==> src/rtl/frame_read_arbiter.sv <==
// frame_read_arbiter
//   Shares the single frame-buffer read port between VGA scan-out (priority)
//   and AXI pixel readback, and sequences the capture freeze so that
//   freeze_frame only changes on a frame boundary (vsync falling edge).
//
// Ports:
//   i_clk25, i_reset                 clock, synchronous active-high reset
//   i_vga_en, i_vga_addr             VGA read request, one per cycle
//   o_vga_pixel, o_vga_valid         VGA read data, RD_LAT+1 cycles later
//   i_vsync                          VGA vsync, active low
//   i_axi_req, i_axi_addr            AXI read request (level) and address
//   o_axi_ack, o_axi_data            one-cycle ack with read data
//   i_freeze_req                     software freeze request (level)
//   o_freeze_frame, o_frozen         capture halt / freeze status
//   o_mem_addr, i_mem_data           BRAM read port
//
// Freeze FSM:
//   state        | meaning
//   LIVE         | capture running, no freeze requested
//   FREEZE_PEND  | freeze requested, waiting for frame boundary
//   FROZEN       | capture halted, status reports frozen
//   RELEASE_PEND | release requested, capture still halted until boundary
module frame_read_arbiter #(
  parameter int ADDR_W       = 19,
  parameter int DATA_W       = 12,
  parameter int RD_LAT       = 1,
  parameter int FRAME_PIXELS = 307200
) (
  input  logic              i_clk25,
  input  logic              i_reset,
  input  logic              i_vga_en,
  input  logic [ADDR_W-1:0] i_vga_addr,
  output logic [DATA_W-1:0] o_vga_pixel,
  output logic              o_vga_valid,
  input  logic              i_vsync,
  input  logic              i_axi_req,
  input  logic [ADDR_W-1:0] i_axi_addr,
  output logic              o_axi_ack,
  output logic [DATA_W-1:0] o_axi_data,
  input  logic              i_freeze_req,
  output logic              o_freeze_frame,
  output logic              o_frozen,
  output logic [ADDR_W-1:0] o_mem_addr,
  input  logic [DATA_W-1:0] i_mem_data
);

  typedef enum logic [1:0] {TAG_NONE, TAG_V, TAG_A} tag_t;
  typedef enum logic [1:0] {LIVE, FREEZE_PEND, FROZEN, RELEASE_PEND} state_t;

  localparam logic [ADDR_W:0] LP_FRAME = (ADDR_W+1)'(FRAME_PIXELS);

  tag_t              r_tag [RD_LAT+1];
  logic [ADDR_W-1:0] r_mem_addr;
  logic [DATA_W-1:0] r_vga_pixel;
  logic              r_vga_valid;
  logic [DATA_W-1:0] r_axi_data;
  logic              r_axi_ack;
  logic              r_vsync_d;
  state_t            r_state;
  state_t            w_state_nxt;
  logic              r_freeze_frame;
  logic              r_frozen;

  logic w_axi_in_flight;
  logic w_axi_ok;
  logic w_axi_oor;
  logic w_grant_a;
  logic w_oor_ack;
  logic w_fb;

  always_comb begin
    w_axi_in_flight = 1'b0;
    for (int i = 0; i <= RD_LAT; i++) begin
      if (r_tag[i] == TAG_A) w_axi_in_flight = 1'b1;
    end
  end

  // An ack being issued this cycle blocks a new grant, so a master that is
  // still holding axi_req during its ack cycle is not served twice.
  assign w_axi_ok  = i_axi_req && !w_axi_in_flight && !r_axi_ack;
  assign w_axi_oor = {1'b0, i_axi_addr} >= LP_FRAME;
  assign w_grant_a = w_axi_ok && !w_axi_oor && !i_vga_en;
  // Out-of-range reads never touch memory, so they bypass VGA priority.
  assign w_oor_ack = w_axi_ok && w_axi_oor;
  assign w_fb      = r_vsync_d && !i_vsync;

  always_ff @(posedge i_clk25) begin
    if (i_reset) begin
      for (int i = 0; i <= RD_LAT; i++) r_tag[i] <= TAG_NONE;
      r_mem_addr  <= '0;
      r_vga_pixel <= '0;
      r_vga_valid <= 1'b0;
      r_axi_data  <= '0;
      r_axi_ack   <= 1'b0;
      r_vsync_d   <= 1'b0;
    end else begin
      r_vsync_d <= i_vsync;

      if (i_vga_en) begin
        r_mem_addr <= i_vga_addr;
        r_tag[0]   <= TAG_V;
      end else if (w_grant_a) begin
        r_mem_addr <= i_axi_addr;
        r_tag[0]   <= TAG_A;
      end else begin
        r_tag[0]   <= TAG_NONE;
      end
      for (int i = 1; i <= RD_LAT; i++) r_tag[i] <= r_tag[i-1];

      r_vga_valid <= 1'b0;
      r_axi_ack   <= 1'b0;
      if (r_tag[RD_LAT] == TAG_V) begin
        r_vga_valid <= 1'b1;
        r_vga_pixel <= i_mem_data;
      end
      // A retiring AXI tag and an out-of-range ack are mutually exclusive
      // because the in-flight check blocks the latter.
      if (r_tag[RD_LAT] == TAG_A) begin
        r_axi_ack  <= 1'b1;
        r_axi_data <= i_mem_data;
      end else if (w_oor_ack) begin
        r_axi_ack  <= 1'b1;
        r_axi_data <= '0;
      end
    end
  end

  always_comb begin
    w_state_nxt = r_state;
    case (r_state)
      LIVE:         if (i_freeze_req) w_state_nxt = FREEZE_PEND;
      FREEZE_PEND:  if (!i_freeze_req) w_state_nxt = LIVE;
                    else if (w_fb)     w_state_nxt = FROZEN;
      FROZEN:       if (!i_freeze_req) w_state_nxt = RELEASE_PEND;
      RELEASE_PEND: if (i_freeze_req)  w_state_nxt = FROZEN;
                    else if (w_fb)     w_state_nxt = LIVE;
      default:      w_state_nxt = LIVE;
    endcase
  end

  always_ff @(posedge i_clk25) begin
    if (i_reset) begin
      r_state        <= LIVE;
      r_freeze_frame <= 1'b0;
      r_frozen       <= 1'b0;
    end else begin
      r_state        <= w_state_nxt;
      r_freeze_frame <= (w_state_nxt == FROZEN) || (w_state_nxt == RELEASE_PEND);
      r_frozen       <= (w_state_nxt == FROZEN);
    end
  end

  assign o_vga_pixel    = r_vga_pixel;
  assign o_vga_valid    = r_vga_valid;
  assign o_axi_ack      = r_axi_ack;
  assign o_axi_data     = r_axi_data;
  assign o_freeze_frame = r_freeze_frame;
  assign o_frozen       = r_frozen;
  assign o_mem_addr     = r_mem_addr;

endmodule

==> config.mk <==
export PLATFORM = sky130hd
export DESIGN_NAME = frame_read_arbiter
export DESIGN_NICKNAME = d
export VERILOG_FILES = /design/src/rtl/frame_read_arbiter.sv
export SDC_FILE = /design/constraint.sdc
export NUM_CORES = 1
export LEC_CHECK = 0
export ABC_CLOCK_PERIOD_IN_PS = 4770
export BUFFER_PORTS_ARGS = -buffer_cell sky130_fd_sc_hd__buf_2
export CORE_ASPECT_RATIO = 0.6
export CORE_MARGIN = 8
export CORE_UTILIZATION = 49
export CTS_CLUSTER_SIZE = 20
export DETAILED_ROUTE_END_ITERATION = 8
export GPL_TIMING_DRIVEN = 0
export PLACE_DENSITY_LB_ADDON = 0.08
export SYNTH_ARGS = -nofsm -noshare
export SYNTH_HDL_FRONTEND = slang
export SYNTH_SLANG_ARGS = --single-unit
==> constraint.sdc <==
create_clock -name i_clk25 -period 4.77 [get_ports i_clk25]
set_clock_uncertainty 0.15 [all_clocks]
set_input_delay 0.477 -clock i_clk25 [delete_from_list [all_inputs] [get_ports i_clk25]]
set_output_delay 0.477 -clock i_clk25 [all_outputs]
set_load 0.01 [all_outputs]
==> qor.log <==
qor: power.vdd.ir_drop.worst 0.0001707 V
qor: clock_tree.cts_num_sinks 53
qor: yosys.synth_cells 226
qor: floorplanning.core.rowCount 19
qor: yosys.seq_area_frac_synth 50.03%
qor: worst_setup_path.reg2reg_to o_mem_addr[10]
qor: yosys.yosysTopAreaCell sky130_fd_sc_hd__dfxtp_1
qor: worst_setup_path.critPathCaptureType flip-flop
qor: power.pwr-share-clk 27.8%
qor: timing.timing.fmax 0.5522 GHz
qor: power.total_leakage_power 1.377 nW
qor: timing.period_minus_slack 1.811 ns
qor: worst_setup_path.critPathCapture o_mem_addr[10]
qor: clock_tree.clk_pin_slew_worst_paths 0.10 ns
qor: global_routing.grt_start_max_net_pins 17
qor: route.antenna_left 0
qor: finish.nFillCells 387
qor: power.power.share.sequential 54.9%
qor: floorplanning.die_x 102.5 um
qor: power.total_power 0.0008864 W
qor: route.viasPerCell 4.818
qor: yosys.synth.area.top_cells sky130_fd_sc_hd__dfxtp_1 (45%), sky130_fd_sc_hd__nand2_1 (7.7%), sky130_fd_sc_hd__a221oi_2 (6.8%)
qor: yosys.syn-mean-instance-area 9.738 um^2
qor: power.power.combinational.fraction 17.3%
qor: clock_tree.cts_setup_buffers 0
qor: placed_design.portbufs 101
qor: global_routing.grt-ovfl-total 0
qor: floorplanning.top_level_ports 103
qor: finish.num_antenna_cells 0
qor: placed_design.placedCellCount 393
qor: min_path.min_delay_path_class input pin to flip-flop
qor: yosys.synth.most_common_cell sky130_fd_sc_hd__dfxtp_1
qor: timing.setup_repair_after_global_routing_missed_its_margin no
qor: global_routing.number_of_antenna_violations_at_the_first_check_in_global_routing 0
qor: global_routing.grt_pass1_wl 8.935 mm
qor: floorplanning.fp.dieArea 6963 um^2
qor: clock_tree.clk-insertion-delay-late 0.29 ns
qor: placed_design.globalplace.congestion 0.7259
qor: yosys.yosysWarningCount 0
qor: worst_setup_path.critical_path.reg2reg.startpoint r_tag[0][2]
qor: clock_tree.cts_tree yes
qor: clock_tree.h-tree-depth 2
qor: global_routing.first_global_vias 1945
qor: power.switch_share 26.80%
qor: worst_setup_path.rr_worst_depth 7
qor: placed_design.detailedPlace.worstSlack 2.738 ns
qor: placed_design.detailedPlacementHpwl 4.420 mm
qor: finish.final_cells 401
qor: timing.max_slew_margin 53.63%
qor: timing.setup-tns-final 0 ns
qor: floorplanning.initial_utilization 49.51%
qor: yosys.number_of_enable_flip_flop_cells_after_synthesis 4
qor: finish.finish.utilization 64.87%
qor: status.outcome completed
qor: worst_setup_path.data_arrival_at_the_endpoint_of_the_critical_path 1.81 ns
qor: finish.synthToLayoutAreaGrowth 31.04%
qor: worst_setup_path.worstSetupStartpointType flip-flop
qor: route.route.vias.total 1932
qor: route.route.final.wire_length 5.533 mm
qor: timing.finalHoldViolations 0
qor: clock_tree.tritoncts.num_buffers 5
qor: timing.min_period_over_period 37.97%
qor: timing.slew_viol_final 0
qor: yosys.synth.ff_latch_count 53
qor: yosys.async_flop_share 0%
qor: yosys.synthDistinctLibCells 33
qor: route.wl_per_cell 13.80 um
qor: clock_tree.ctsHoldBuffers 0
qor: timing.finalSetupViolations 0
qor: worst_setup_path.critical_path_startpoint r_tag[0][2]
qor: job.max-cap-violations 0
qor: timing.layout_setup_ws 2.959 ns
qor: finish.layout_nets 393
qor: power.p_int 0.0006489 W
qor: yosys.synth.cells.most_frequent sky130_fd_sc_hd__dfxtp_1 (49), sky130_fd_sc_hd__nand2_1 (45), sky130_fd_sc_hd__a21oi_1 (22), sky130_fd_sc_hd__inv_1 (19), sky130_fd_sc_hd__a22o_1 (12)
qor: worst_setup_path.critPathMaxFanout 10
qor: global_routing.grtUsageTotal 16.07%
qor: yosys.synth_flop_cell sky130_fd_sc_hd__dfxtp_1
qor: clock_tree.post_cts_resized 0
qor: yosys.synth_top_area_share 44.57%
qor: finish.fraction_of_final_layout_cells_sized_beyond_drive_strength_1 41.72%
qor: power.p_sw 0.0002375 W
qor: floorplanning.floorplan.core_area 4446 um^2
qor: route.drc_errors 0
qor: worst_setup_path.r2r_slack 2.96 ns
qor: floorplanning.die_height 67.92 um
qor: power.power.density_cell_area 307.4 nW/um^2
qor: clock_tree.cts_root_buf sky130_fd_sc_hd__clkbuf_8
qor: route.first_pass_iters 4
qor: yosys.mappedNetlistArea 2201 um^2
qor: clock_tree.clk_path_buf_depth 2
qor: route.drt_first_iter_violations 81
qor: worst_setup_path.worst-endpoint-required 4.77 ns
qor: timing.tightestPinTransition 0.6955 ns
qor: worst_setup_path.path_type_of_the_worst_setup_path flip-flop to flip-flop
-- critical path, cell delays in order (launching register included) --
cell,delay (ns)
sky130_fd_sc_hd__edfxtp_1,0.40
sky130_fd_sc_hd__or2b_1,0.27
sky130_fd_sc_hd__and4b_1,0.21
sky130_fd_sc_hd__and2_4,0.14
sky130_fd_sc_hd__buf_8,0.13
sky130_fd_sc_hd__buf_12,0.14
sky130_fd_sc_hd__a21oi_2,0.15
sky130_fd_sc_hd__a221oi_2,0.07
-- metal layers --
| layer | global-route usage, % | wire, um | share of wire [%] | vias to the layer above |
|---|---|---|---|---|
| met3 | 5.178 | 424 | 7.7 | 2 |
| met2 | 25.36 | 2406 | 43 | 58 |
| met4 | 3.811 | 32 | 0.58 | 0 |
| met1 | 21.01 | 2669 | 48 | 874 |
| met5 | 0 | 0 | 0 | - |
| li1 | - | - | - | 998 |
-- flip-flops by register name, indices dropped and copies added, names as in the netlist --
register,flops
o_mem_addr,19
o_axi_data,12
o_vga_pixel,12
r_tag,4
r_state,2
o_axi_ack,1
o_frozen,1
o_vga_valid,1
r_vsync_d,1
-- metrics by stage --
stage	hold slack, ns	instance area (um^2)
after floorplan	0.3287	2212
after global placement	0.2898	2796
after detailed placement	0.2972	2796
after CTS	0.2474	2884
after global routing	0.2465	2884
final	0.2547	2884
-- cells by family (layout without fill, tap and decap cells) --
family                    Yosys count  count (layout)  share of synthesized area, %
AOI/OAI and AO/OA                  67              67                         25.47
other                               1               4                        0.1704
xor gates and xnor gates            1               1                        0.3980
and+or+nand+nor                    69              69                         14.27
DFF                                53              53                         50.03
buffers and inverters              35             144                         9.664
-- cell usage in the layout, fill, tap and decap left out, types with 2 or more instances in the layout --
master                         n
sky130_fd_sc_hd__clkbuf_8      8
sky130_fd_sc_hd__buf_6         3
sky130_fd_sc_hd__nand2_1      45
sky130_fd_sc_hd__buf_2       102
sky130_fd_sc_hd__edfxtp_1      4
sky130_fd_sc_hd__inv_1        19
sky130_fd_sc_hd__nor2b_1       6
sky130_fd_sc_hd__clkinvlp_4    2
sky130_fd_sc_hd__a22o_1       12
sky130_fd_sc_hd__o21ai_0       2
sky130_fd_sc_hd__dfxtp_1      49
sky130_fd_sc_hd__or2b_1        2
sky130_fd_sc_hd__a221oi_1      8
sky130_fd_sc_hd__conb_1        4
sky130_fd_sc_hd__a221oi_2     10
sky130_fd_sc_hd__a21oi_1      22
sky130_fd_sc_hd__nor2_1        6
sky130_fd_sc_hd__clkbuf_1      8
sky130_fd_sc_hd__a21oi_2      10
sky130_fd_sc_hd__nor3_1        2
-- power groups by stage --
| stage | logic (W) | clock network [W] | registers, W |
|---|---|---|---|
| floorplan | 0.0000784 | 0 | 0.000507 |
| global placement | 0.000154 | 0 | 0.000496 |
| detailed placement | 0.000155 | 0 | 0.000497 |
| CTS | 0.000155 | 0.000254 | 0.000487 |
| global route | 0.000170 | 0.000271 | 0.000490 |
| finish | 0.000154 | 0.000246 | 0.000487 |
-- how the worst min path moves through the flow --
stage,end,slack [ns],start,cells after the start
after global placement,o_vga_pixel[11],0.29,o_vga_pixel[11],2
after floorplan,o_vga_pixel[0],0.33,o_vga_pixel[0],2
after global routing,o_axi_data[9],0.25,i_mem_data[9],2
after CTS,o_axi_data[2],0.25,i_mem_data[2],2
final,o_axi_data[2],0.25,i_mem_data[2],2
after detailed placement,o_vga_pixel[7],0.30,o_vga_pixel[7],2
-- layout make-up --
class / instances / area, um^2 / area share [%]
flip-flops and latches: 53 / 1101 / 38.18
multi-input cells: 141 / 898.4 / 31.15
repair buffers: 101 / 505.5 / 17.53
plain buffers: 16 / 141.4 / 4.902
well taps: 63 / 78.83 / 2.733
clock buffers: 6 / 72.57 / 2.516
inverters: 19 / 71.32 / 2.473
clock inverters: 2 / 15.01 / 0.5206
Note: power is estimated with default switching activity, not from simulation.
